$ cat config.mk
export PLATFORM = sky130hd
export DESIGN_NAME = multicycle_ctrl
export DESIGN_NICKNAME = d
export VERILOG_FILES = /design/src/rtl/multicycle_ctrl.sv
export SDC_FILE = /design/constraint.sdc
export NUM_CORES = 1
export LEC_CHECK = 0
export ABC_AREA = 1
export CAP_MARGIN = 0
export CORE_MARGIN = 3
export CORE_UTILIZATION = 30
export DETAILED_ROUTE_END_ITERATION = 16
export SLEW_MARGIN = 20
export SYNTH_ARGS = -nofsm -noshare
export SYNTH_HDL_FRONTEND = slang
export SYNTH_SLANG_ARGS = --single-unit
$ cat constraint.sdc
create_clock -name clk -period 2.41 [get_ports clk]
set_input_delay 0.482 -clock clk [delete_from_list [all_inputs] [get_ports clk]]
set_output_delay 0.482 -clock clk [all_outputs]
set_load 0.1 [all_outputs]
$ cat src/rtl/multicycle_ctrl.sv
// multicycle_ctrl: multi-cycle MIPS control FSM sequencing fetch/decode/execute/memory/writeback
// over a shared datapath and a single request/ready memory port with bus timeout detection.
module multicycle_ctrl #(
    parameter int unsigned MEM_TIMEOUT = 16
) (
    input  logic        clk,
    input  logic        reset,
    input  logic [31:0] Instr,
    input  logic        ZFlag,
    input  logic        MemReady,
    output logic        MemReq,
    output logic        MemWrite,
    output logic        IorD,
    output logic        IRWrite,
    output logic        PCWrite,
    output logic [1:0]  PCSrc,
    output logic        ALUsrcA,
    output logic [1:0]  ALUsrcB,
    output logic [5:0]  ALUsel,
    output logic        RegWrite,
    output logic        RegDst,
    output logic        MemtoReg,
    output logic        InstrDone,
    output logic        IllegalInstr,
    output logic        BusErr
);
    localparam logic [3:0] S_FETCH  = 4'd0;
    localparam logic [3:0] S_DECODE = 4'd1;
    localparam logic [3:0] S_EXEC   = 4'd2;
    localparam logic [3:0] S_WB     = 4'd3;
    localparam logic [3:0] S_ADDR   = 4'd4;
    localparam logic [3:0] S_MEM    = 4'd5;
    localparam logic [3:0] S_WBMEM  = 4'd6;
    localparam logic [3:0] S_BRANCH = 4'd7;
    localparam logic [3:0] S_JUMP   = 4'd8;
    localparam logic [3:0] S_ERROR  = 4'd9;
    localparam logic [3:0] S_IDLE   = 4'd15;

    logic [3:0] state_q, state_d, st;
    logic [7:0] cnt_q, cnt_d;
    logic       bus_err_q, bus_err_d;
    logic [5:0] opcode, funct;
    logic       is_r, is_addi, is_alu_i, is_lw, is_sw, is_br, is_j, legal;
    logic       mem_wait, timeout;
    logic       unused_bits;

    assign opcode      = Instr[31:26];
    assign funct       = Instr[5:0];
    assign unused_bits = ^Instr[25:6];
    assign is_r     = (opcode == 6'b000000) && (funct == 6'b100000 || funct == 6'b100010 ||
                      funct == 6'b100100 || funct == 6'b100101 || funct == 6'b101010);
    assign is_addi  = opcode == 6'b001000;
    assign is_alu_i = is_addi || opcode == 6'b001100 || opcode == 6'b001101;
    assign is_lw    = opcode == 6'b100011;
    assign is_sw    = opcode == 6'b101011;
    assign is_br    = opcode == 6'b000100 || opcode == 6'b000101;
    assign is_j     = opcode == 6'b000010;
    assign legal    = is_r || is_alu_i || is_lw || is_sw || is_br || is_j;

    // A wait cycle is any request cycle without MemReady; ready in the limit cycle still completes.
    assign mem_wait = (state_q == S_FETCH || state_q == S_MEM) && !MemReady;
    assign timeout  = mem_wait && cnt_q == 8'(MEM_TIMEOUT - 1);

    always_comb begin
        state_d   = state_q;
        cnt_d     = (mem_wait && !timeout) ? cnt_q + 8'd1 : 8'd0;
        bus_err_d = bus_err_q || timeout;
        case (state_q)
            S_FETCH:  state_d = MemReady ? S_DECODE : timeout ? S_ERROR : S_FETCH;
            S_DECODE: state_d = (is_r || is_alu_i) ? S_EXEC : (is_lw || is_sw) ? S_ADDR :
                                is_br ? S_BRANCH : is_j ? S_JUMP : S_FETCH;
            S_EXEC:   state_d = S_WB;
            S_ADDR:   state_d = S_MEM;
            S_MEM:    state_d = MemReady ? (is_sw ? S_FETCH : S_WBMEM) : timeout ? S_ERROR : S_MEM;
            S_ERROR:  state_d = S_ERROR;
            default:  state_d = S_FETCH;
        endcase
    end

    always_ff @(posedge clk) begin
        if (reset) begin
            state_q   <= S_FETCH;
            cnt_q     <= 8'd0;
            bus_err_q <= 1'b0;
        end else begin
            state_q   <= state_d;
            cnt_q     <= cnt_d;
            bus_err_q <= bus_err_d;
        end
    end

    // Holding reset parks the decode on an unused code so every strobe reads 0.
    assign st = reset ? S_IDLE : state_q;

    always_comb begin
        MemReq       = 1'b0;
        MemWrite     = 1'b0;
        IorD         = 1'b0;
        IRWrite      = 1'b0;
        PCWrite      = 1'b0;
        PCSrc        = 2'b00;
        ALUsrcA      = 1'b0;
        ALUsrcB      = 2'b00;
        ALUsel       = 6'b000000;
        RegWrite     = 1'b0;
        RegDst       = 1'b0;
        MemtoReg     = 1'b0;
        InstrDone    = 1'b0;
        IllegalInstr = 1'b0;
        BusErr       = bus_err_q && !reset;
        case (st)
            S_FETCH: begin
                MemReq  = 1'b1;
                IRWrite = MemReady;
                PCWrite = MemReady;
                ALUsrcB = MemReady ? 2'b01 : 2'b00;
                ALUsel  = MemReady ? 6'b100000 : 6'b000000;
            end
            S_DECODE: begin
                IllegalInstr = !legal;
                InstrDone    = !legal;
            end
            S_EXEC: begin
                ALUsrcA = 1'b1;
                ALUsrcB = is_r ? 2'b00 : is_addi ? 2'b10 : 2'b11;
                ALUsel  = is_r ? funct : opcode;
            end
            S_WB: begin
                RegWrite  = 1'b1;
                RegDst    = is_r;
                InstrDone = 1'b1;
            end
            S_ADDR: begin
                ALUsrcA = 1'b1;
                ALUsrcB = 2'b10;
                ALUsel  = opcode;
            end
            S_MEM: begin
                MemReq    = 1'b1;
                IorD      = 1'b1;
                MemWrite  = is_sw;
                InstrDone = is_sw && MemReady;
            end
            S_WBMEM: begin
                RegWrite  = 1'b1;
                MemtoReg  = 1'b1;
                InstrDone = 1'b1;
            end
            S_BRANCH: begin
                ALUsrcA   = 1'b1;
                ALUsel    = opcode;
                PCSrc     = 2'b01;
                PCWrite   = ZFlag;
                InstrDone = 1'b1;
            end
            S_JUMP: begin
                PCWrite   = 1'b1;
                PCSrc     = 2'b10;
                InstrDone = 1'b1;
            end
            default: ;
        endcase
    end
endmodule
==> impl_results.md <==
* Clock Pin Slew Worst Setup and Hold Paths at 0.07 ns
* PwrDens at 281 nW/µm²
* Fin cells at 308
* Clock Path Buffers at 2
* Static Leak at 1.04 nW
* Pin count of the biggest net entering global routing at 9
* DR iter-0 viols at 43
* GR Overflow Total at 0
* Worst hold path startpoint: cnt_q[0]
* Area after DPL at 2000 µm²
* Width of the die at 66.2 µm
* CORE AREA at 3420 µm²
* GRT Overall Usage at 15.9%
* Area grow syn2layout at 96.6%
* I/O Buffers at 37
* Area leader, netlist: dfxtp_1
* DR top layer: met4
* M1 wire length at 1.63 mm
* Int Power at 380 µW
* Hpwl dp at 2.82 mm
* Placed instance count at 304
* P_sw at 222 µW
* Metal3 WL at 172 µm
* Switching part of the total at 36.9%
* Vias in the first global route at 1232
* Global-route wire length before repair at 5.45 mm
* Post-synth EDFFs at 0
* Critical Path End Type: output pin
* Setup TNS at 0 ns
* ANT cells at 0
* DRT Pass-1 Iters at 4
* Req. time, crit path at 1.93 ns
* GPL Wtd Cong at 0.811
* Commonest cells post-synth: nand2_1 (61), nor2_1 (32), inv_1 (25)
* Routed Antenna Nets at 0
* DR vias at 1363
* Critical path class: primary input to output pin
* Residual DRC at 0
* Share of cells above drive strength 1 at 44.3%
* Reg2Reg Setup Slack at 0.95 ns
* Hold Path End: cnt_q[0]
* Tcrit/Tclk final at 98.0%
* Clk pwr share at 22.0%
* TritonCTS Sinks at 13
* Sequential area share after synthesis at 23.9%
* Comb power frac at 41.0%
* Synth Flop Type: dfxtp_1
* Fin crit period at 2.36 ns
* # setup viols final at 0
* Ys Warns at 0
* WP data arrival at 1.88 ns
* Initial antenna violation count at 0
* Worst R2R Start: cnt_q[0]
* Die area at 4390 µm²
* Syn nets at 232
* Fin area at 2140 µm²
* Num ports at 58
* Hold path cells at 1
* Fin. max-slew vios at 0
* Net count, final at 300
* Synthesized area at 1090 µm²
* Critical Path Start Type: primary input
* Number of vias per cell at 4.43
* Asr flop ratio synth at 0%
* Status: finished clean
* Skew final at 0.000739 ns
* Final Hold Vio Count at 0
* Worst Path Max Fanout at 7
* Total CTS buffers at 3
* Post-Synthesis Cells at 195
* Flops & latches, synth at 13
* Tightest Pin Transition at 0.412 ns
* Worst slew margin at 72.3%
* Routed wire length on met2 at 1.53 mm
* R2R depth at 8
* Hold Path Class: register to register
* Dominant cells by area after synthesis: dfxtp_1 (24%), nand2_1 (21%), nor2_1 (11%)
* Average routed wire per standard cell at 10.9 µm
* Max Clk Rate at 0.423 GHz
* Die Height at 66.2 µm
* Post-Route WL at 3.34 mm
* Register share of total power at 37.0%
* Reg2reg end: state_q[2]
* Max-Cap Viols at 0
* Clock root buffer: clkbuf_4
* Cell with the most instances after synthesis: nand2_1
* Yosys cell types at 25
* Clock Latency Late Sink at 0.27 ns
* CTS tree: built
* Worst vdd ir at 0.000225 V
* Core Rows at 21
* Top-area cell type share of the netlist area at 23.9%
* H-tree depth at 1
* Starting Density at 31.9%
* Post-Syn Area per Cell at 5.58 µm²
per-layer routing:
layer	vias to the layer above	global-route usage, %
li1	741	-
met3	2	3.40
met5	-	0
met2	32	26.0
met4	0	1.52
met1	588	22.1
state kept, by name, indices dropped and copies added (netlist names):
register and count:
bus_err_q 1, cnt_q 8, state_q 4
worst max-delay path by stage:
stage	startpoint	to	slack (ns)
finish	reset	InstrDone	0.05
global route	Instr[28]	ALUsel[2]	-0.04
CTS	Instr[29]	ALUsel[0]	-0.005
global placement	Instr[31]	ALUsel[3]	-0.08
detailed placement	Instr[31]	ALUsel[0]	-0.1
floorplan	Instr[31]	ALUsel[5]	-0.41
placed cells by master, fill, tap and decap left out, drive strengths merged, types with 4 or more instances in the layout:
| cell | Yosys | layout |
|---|---|---|
| a21oi | 7 | 7 |
| buf | 1 | 48 |
| clkbuf | 0 | 5 |
| clkdlybuf4s50 | 0 | 7 |
| dfxtp | 13 | 13 |
| dlymetal6s2s | 0 | 6 |
| inv | 34 | 33 |
| nand2 | 64 | 64 |
| nand3 | 14 | 14 |
| nand4 | 4 | 4 |
| nor2 | 37 | 37 |
| nor3 | 8 | 8 |
| o21ai | 4 | 4 |
power groups by stage:
| stage | clock (mW) | combinational [mW] | sequential, mW |
|---|---|---|---|
| floorplan | 0 | 0.132 | 0.227 |
| detailed placement | 0 | 0.238 | 0.227 |
| global route | 0.153 | 0.262 | 0.223 |
| CTS | 0.139 | 0.238 | 0.222 |
| global placement | 0 | 0.237 | 0.227 |
| finish | 0.133 | 0.246 | 0.222 |
logic make-up after synthesis:
kind of cell / synth area share [%]
buffers and inverters: 12.5
adder cells (fa/ha/maj): 1.15
XOR/XNOR: 2.41
AND/OR/NAND/NOR: 53.6
AO/OA/AOI/OAI: 6.44
flip-flops: 23.9
metrics by stage:
step                hold WS (ns)  power [mW]  utilization, %  setup slack [ns]
floorplan                  0.418       0.358               -            -0.409
global placement           0.428       0.464            58.6           -0.0774
detailed placement         0.436       0.465            58.6           -0.0999
CTS                        0.454       0.600            59.6          -0.00466
global route               0.499       0.637            62.6           -0.0403
finish                     0.451       0.601            62.6            0.0484
critical path: stages:
cell and delay, ns:
clkdlybuf4s50_1 0.47, buf_6 0.14, nor3_2 0.06, nand2_1 0.13
nand4_1 0.18, a21oi_2 0.20, nand2_4 0.06, buf_12 0.16
area by class of cell:
type | instances | area [µm²]
inverters | 35 | 135
multi-input cells | 146 | 846
fillers | 299 | 1280
repair buffers | 64 | 815
flip-flops and latches | 13 | 260
well taps | 46 | 57.6
clock buffers | 4 | 26.3
what timing repair did:
action | in CTS | in global routing
hold buffers | 0 | 0
setup endpoints to repair | 6 | 11
pin swaps | 1 | 11
buffers inserted | 0 | 0
cloned | 0 | 0
gates resized for setup | 4 | 37
(Power assumes the default switching activity.)
